--- src/rtl/layered_color_mapper.sv ---
// Layered colour compositor: priority/transparency resolve, then per-layer palette lookup.
// Optional palette readback port pair is enabled by defining LAYERED_CM_READBACK_EN.
module layered_color_mapper #(
   parameter int                     NUM_LAYERS   = 4,
   parameter int                     IDX_W        = 4,
   parameter int                     BLINK_FRAMES = 8,
   parameter logic [NUM_LAYERS-1:0]  BLINK_MASK   = NUM_LAYERS'(4'b0100),
   parameter logic [23:0]            BG_COLOR     = 24'h000000,
   localparam int                    LW           = (NUM_LAYERS > 1) ? $clog2(NUM_LAYERS) : 1,
   localparam int                    OLW          = $clog2(NUM_LAYERS) + 1
) (
   input  logic                        Clk,
   input  logic                        Reset,
   input  logic                        pix_valid,
   input  logic [9:0]                  DrawX,
   input  logic [9:0]                  DrawY,
   input  logic [NUM_LAYERS-1:0]       layer_active,
   input  logic [NUM_LAYERS*IDX_W-1:0] layer_index,
   input  logic                        frame_start,
   input  logic                        pal_we,
   input  logic [LW-1:0]               pal_layer,
   input  logic [IDX_W-1:0]            pal_addr,
   input  logic [23:0]                 pal_data,
`ifdef LAYERED_CM_READBACK_EN
   input  logic                        pal_re,
   output logic [23:0]                 pal_rdata,
`endif
   output logic [7:0]                  VGA_R,
   output logic [7:0]                  VGA_G,
   output logic [7:0]                  VGA_B,
   output logic                        out_valid,
   output logic [OLW-1:0]              out_layer
);

   // Valid semantics: a pixel enters when pix_valid=1 and leaves exactly two
   // cycles later with out_valid=1; there is no ready/backpressure path.

   localparam int DEPTH = 2 ** IDX_W;

   logic [23:0]      pal_mem [NUM_LAYERS][DEPTH];
   logic [7:0]       frame_cnt;
   logic             blink_phase;
   logic             pal_layer_ok;

   logic             hit;
   logic [LW-1:0]    sel;
   logic [IDX_W-1:0] sel_idx;
   logic [IDX_W-1:0] lidx;
   logic             blank;

   logic             s1_valid;
   logic             s1_hit;
   logic [LW-1:0]    s1_sel;
   logic [IDX_W-1:0] s1_idx;
   logic             s1_blank;
   logic [23:0]      pal_q;
   logic [23:0]      rgb_q;

   assign pal_layer_ok = (int'(pal_layer) < NUM_LAYERS);

   // ---------------------------------------------------------------- blink
   always_ff @(posedge Clk or posedge Reset) begin
      if (Reset) begin
         frame_cnt   <= 8'd0;
         blink_phase <= 1'b1;
      end else if (frame_start) begin
         if (frame_cnt >= 8'(BLINK_FRAMES - 1)) begin
            frame_cnt   <= 8'd0;
            blink_phase <= ~blink_phase;
         end else begin
            frame_cnt <= frame_cnt + 8'd1;
         end
      end
   end

   // ---------------------------------------------------------------- palette
   always_ff @(posedge Clk or posedge Reset) begin
      if (Reset) begin
         for (int l = 0; l < NUM_LAYERS; l++) begin
            for (int e = 0; e < DEPTH; e++) begin
               pal_mem[l][e] <= 24'h000000;
            end
         end
      end else if (pal_we && pal_layer_ok) begin
         pal_mem[pal_layer][pal_addr] <= pal_data;
      end
   end

`ifdef LAYERED_CM_READBACK_EN
   // Reads sample the array before this edge's write lands, so a same-entry
   // collision returns the old value.
   always_ff @(posedge Clk or posedge Reset) begin
      if (Reset) begin
         pal_rdata <= 24'h000000;
      end else if (pal_re) begin
         pal_rdata <= pal_layer_ok ? pal_mem[pal_layer][pal_addr] : 24'h000000;
      end
   end
`endif

   // ---------------------------------------------------------------- stage 1
   // Walk from the lowest priority upward so the lowest-numbered opaque layer wins.
   always_comb begin
      hit     = 1'b0;
      sel     = '0;
      sel_idx = '0;
      lidx    = '0;
      for (int i = NUM_LAYERS - 1; i >= 0; i--) begin
         lidx = layer_index[i*IDX_W +: IDX_W];
         if (layer_active[i] && (lidx != '0) && !(BLINK_MASK[i] && !blink_phase)) begin
            hit     = 1'b1;
            sel     = LW'(i);
            sel_idx = lidx;
         end
      end
   end

   assign blank = (DrawX >= 10'd640) || (DrawY >= 10'd480);

   always_ff @(posedge Clk or posedge Reset) begin
      if (Reset) begin
         s1_valid <= 1'b0;
         s1_hit   <= 1'b0;
         s1_sel   <= '0;
         s1_idx   <= '0;
         s1_blank <= 1'b0;
      end else begin
         s1_valid <= pix_valid;
         if (pix_valid) begin
            s1_hit   <= hit;
            s1_sel   <= sel;
            s1_idx   <= sel_idx;
            s1_blank <= blank;
         end
      end
   end

   // ---------------------------------------------------------------- stage 2
   assign pal_q = pal_mem[s1_sel][s1_idx];

   always_ff @(posedge Clk or posedge Reset) begin
      if (Reset) begin
         rgb_q     <= 24'h000000;
         out_layer <= OLW'(NUM_LAYERS);
         out_valid <= 1'b0;
      end else begin
         out_valid <= s1_valid;
         if (s1_valid) begin
            if (s1_blank) begin
               rgb_q     <= 24'h000000;
               out_layer <= OLW'(NUM_LAYERS);
            end else if (!s1_hit) begin
               rgb_q     <= BG_COLOR;
               out_layer <= OLW'(NUM_LAYERS);
            end else begin
               rgb_q     <= pal_q;
               out_layer <= OLW'(s1_sel);
            end
         end
      end
   end

   assign VGA_R = rgb_q[23:16];
   assign VGA_G = rgb_q[15:8];
   assign VGA_B = rgb_q[7:0];

endmodule

--- config.mk ---
export PLATFORM = sky130hd
export DESIGN_NAME = layered_color_mapper
export DESIGN_NICKNAME = d
export VERILOG_FILES = /design/src/rtl/layered_color_mapper.sv
export SDC_FILE = /design/constraint.sdc
export NUM_CORES = 2
export LEC_CHECK = 0
export ABC_AREA = 1
export CAP_MARGIN = 20
export CORE_UTILIZATION = 35
export CTS_CLUSTER_DIAMETER = 200
export DETAILED_ROUTE_END_ITERATION = 10
export GPL_TIMING_DRIVEN = 0
export REMOVE_ABC_BUFFERS = 1
export SLEW_MARGIN = 40
export SYNTH_ARGS = -nofsm -noshare
export SYNTH_HDL_FRONTEND = slang
export SYNTH_SLANG_ARGS = --single-unit
--- constraint.sdc ---
create_clock -name Clk -period 73.6 [get_ports Clk]
set_input_delay 14.72 -clock Clk [delete_from_list [all_inputs] [get_ports Clk]]
set_output_delay 14.72 -clock Clk [all_outputs]
set_load 0.01 [all_outputs]
==> parameters.txt <==
Parameter                              Value

Routing
  Average wire per standard cell ... around 20 um
  Vias per cell ... 5.325
  Total via count after detailed routing ... 60770
  Number of antenna-violating nets in the routed design ... 0
  Post-detailed-routing wire length ... 226700 um
  First drt pass iteration count ... 6
  Count of routing violations after the opening detailed-route iteration ... 6944
  DRC violation count after routing ... 0

Placement
  Setup Slack @ Placement ... around 55 ns
  Buffers added on ports ... 90
  DPL Wire Length ... 133900 um
  Routability cong. ... between 0.8 and 0.9

Clock network
  Register clock-pin slew on the reported worst setup and hold paths ... approximately 0.06 ns
  Setup Buffers After CTS ... 0
  Count of cells resized by post-cts repair ... 0
  Clock Tree Root ... clkbuf_16
  CTS tree ... done
  Post-CTS Hold Buffers ... 0
  Worst-case clock buffer depth ... 3
  Number of buffers created by CTS ... 161
  Depth of the CTS H-tree ... 4
  Clock sink count ... 1582
  Worst-skew pair later-pin latency ... 0.81 ns

Worst setup path
  Critical Path Source Type ... input port
  CP max FO ... just under 80
  Data required time of the worst path ... ~75 ns
  Arr. time, crit path ... 18.59 ns
  Critical path endpoint category ... async pin
  Minimum setup slack among reg-to-reg paths ... between 60 and 70 ns
  CP Class ... input port to async pin

Yosys
  Yosys top cell by area ... dfrtp_1
  Synthesis Warnings ... 0
  Cell count after synthesis ... 9010
  Post-synthesis sequential area ratio ... 55.21%
  Synthesized area per cell ... 7.959 sq um
  Synth top area cells ... dfrtp_1 (55%), nand2_1 (19%), o21ai_0 (9.6%), nand3_1 (9.1%), buf_2 (2.3%)
  Unique masters post-synth ... 32
  Synthesized flop and latch total ... 1582
  Proportion of netlist area held by the largest area contributor ... 55.14%
  Combined area of all synthesized cells ... 0.07171 sq mm

Floorplanning
  DIE HEIGHT ... 454.6 um
  Die area ... 0.2067 sq mm
  Cell row count ... about 170
  Area inside the core boundary ... 0.2029 sq mm
  Number of ports placed on the die boundary ... 103
  Die span in x ... 454.6 um
  Initial Utilization ... 35.33%

Status
  Run status ... completed

GRT
  Number of global-route vias before repair ... 58000
  Antenna violations before repair ... 3
  All-Layer GR Usage ... 21.89%
  Overflow after GRT ... 0
  Maximum number of pins on one net before global-route repair ... 91
  First-pass GRT wire length ... 351300 um

Finish
  Commonest cells after routing, fill and taps aside ... nand2_1 (3499), dfrtp_1 (1574), o21ai_0 (1379)
  Area added between synthesis and finish ... 13.77%
  Net total in the final layout ... 8678
  Share of post-route cells with drive strength above 1 ... 5.908%
  Most frequent standard cell in the layout excluding fill and tap cells ... nand2_1
  Final Util ... 40.20%

Timing
  Worst setup slack after layout ... 55.91 ns
  Final period utilization ... between 20% and 30%
  Normalized max-slew margin ... 49.87%
  Final hold violation count ... 0
  Period minus WS final ... 17.69 ns
  Transition at the pin with the smallest max-transition slack ... 0.7519 ns
  Setup total negative slack ... 0 ns
  Finish-stage setup viols ... 0
  Skew final ... 0.02426 ns
  Peak clock frequency supported by timing ... 56.51 MHz
  Total count of max-transition violations in the final report ... 0
  Setup repair after global routing missed its margin ... no

Run
  Max-capacitance violation count ... 0

Hold path
  Type of the worst min-delay path ... flip-flop to flip-flop

Pwr
  Maximum ir drop on the vdd rail ... 19.28 uV
  Power density normalized to cell area ... 28.07 mW/mm^2
  Leak ... about 38 nW
-- state kept, by name, indices dropped and copies added (netlist names), 2 cells and up --
signal     count
pal_mem     1536
rgb_q         24
frame_cnt      8
s1_idx         4
out_layer      3
s1_sel         2
-- layout make-up --
class,count,area (sq um)
fill,20180,121400
sequential,1582,39610
multi-input combinational,6554,28770
clock buffer,257,5010
timing repair buffer,237,4071
tap,2672,3343
inverter,66,411.6
clock inverter,38,349.1
antenna,6,15.01
-- critical path, stage by stage --
cell	delay, ns
clkdlybuf4s50_1	0.51
inv_8	0.34
buf_16	0.36
buf_16	0.34
buf_16	0.31
buf_16	0.36
buf_16	0.31
buf_16	0.36
buf_16	0.37
buf_16	0.31
-- kinds of logic (layout without fill, tap and decap cells) --
kind of cell / count (synthesis) / in the layout / share of synthesized area [%]
and+or+nand+nor: 4985 / 4985 / 28.44
adders and majority gates: 1 / 1 / 0.01745
other: 0 / 6 / 0
AOI/OAI and AO/OA: 1567 / 1567 / 10.97
xor gates and xnor gates: 1 / 1 / 0.01222
buffers and inverters: 874 / 598 / 5.346
DFF: 1582 / 1582 / 55.21
-- stage by stage --
step                      hold WS, ns  power (W)  std cells  area [sq um]
after global routing           0.4946   0.002397      11410         81570
after detailed placement       0.4721   0.001467      11110         76210
after floorplan                0.3817   0.001320       8202         68120
after CTS                      0.4869   0.002299      11410         81570
after global placement         0.4656   0.001468      10960         72370
final                          0.4818   0.002290      11410         81580
-- power breakdown --
part | switching, W | internal, W
Sequential | 0.0000654 | 0.000986
Combinational | 0.000269 | 0.000138
Clock | 0.000349 | 0.000483
Total | 0.000683 | 0.00161
-- layer usage --
layer | GRT usage (%) | part of all wire (%)
met1 | 28.84 | 43
met2 | 35.59 | 46
met3 | 3.191 | 6.2
met4 | 9.854 | 4.5
met5 | 0 | 0
-- synth_stat cells --
cell type / count
a21oi_1: 79
a22o_1: 1
a22oi_1: 1
and3_1: 1
buf_1: 55
buf_2: 334
buf_4: 32
buf_6: 2
clkbuf_1: 385
clkinv_1: 26
dfrtp_1: 1580
dfstp_2: 2
ha_1: 1
inv_1: 31
inv_2: 9
nand2_1: 3560
nand3_1: 1305
nand3b_1: 1
nand4_1: 1
nor2_1: 106
nor2_2: 2
nor3_1: 4
nor3_4: 2
nor4_1: 1
o2111ai_1: 1
o211ai_1: 1
o21ai_0: 1379
o21ai_1: 99
o21bai_1: 3
o22ai_1: 3
or2_1: 2
xnor2_1: 1
-- path summary, 6_finish.rpt --
kind                               start       endpoint  depth (start not counted)
setup / recovery                   Reset    blink_phase                         10
hold / removal             pal_mem[1342]  pal_mem[1342]                          2
setup reg to reg               s1_sel[0]       rgb_q[1]                         16
hold reg to reg            pal_mem[1342]  pal_mem[1342]                          2
max in group Clk             pal_addr[3]   pal_mem[752]                         12
min in group asynchronous          Reset   pal_mem[887]                          2
Note: power is estimated with default switching activity, not from simulation.
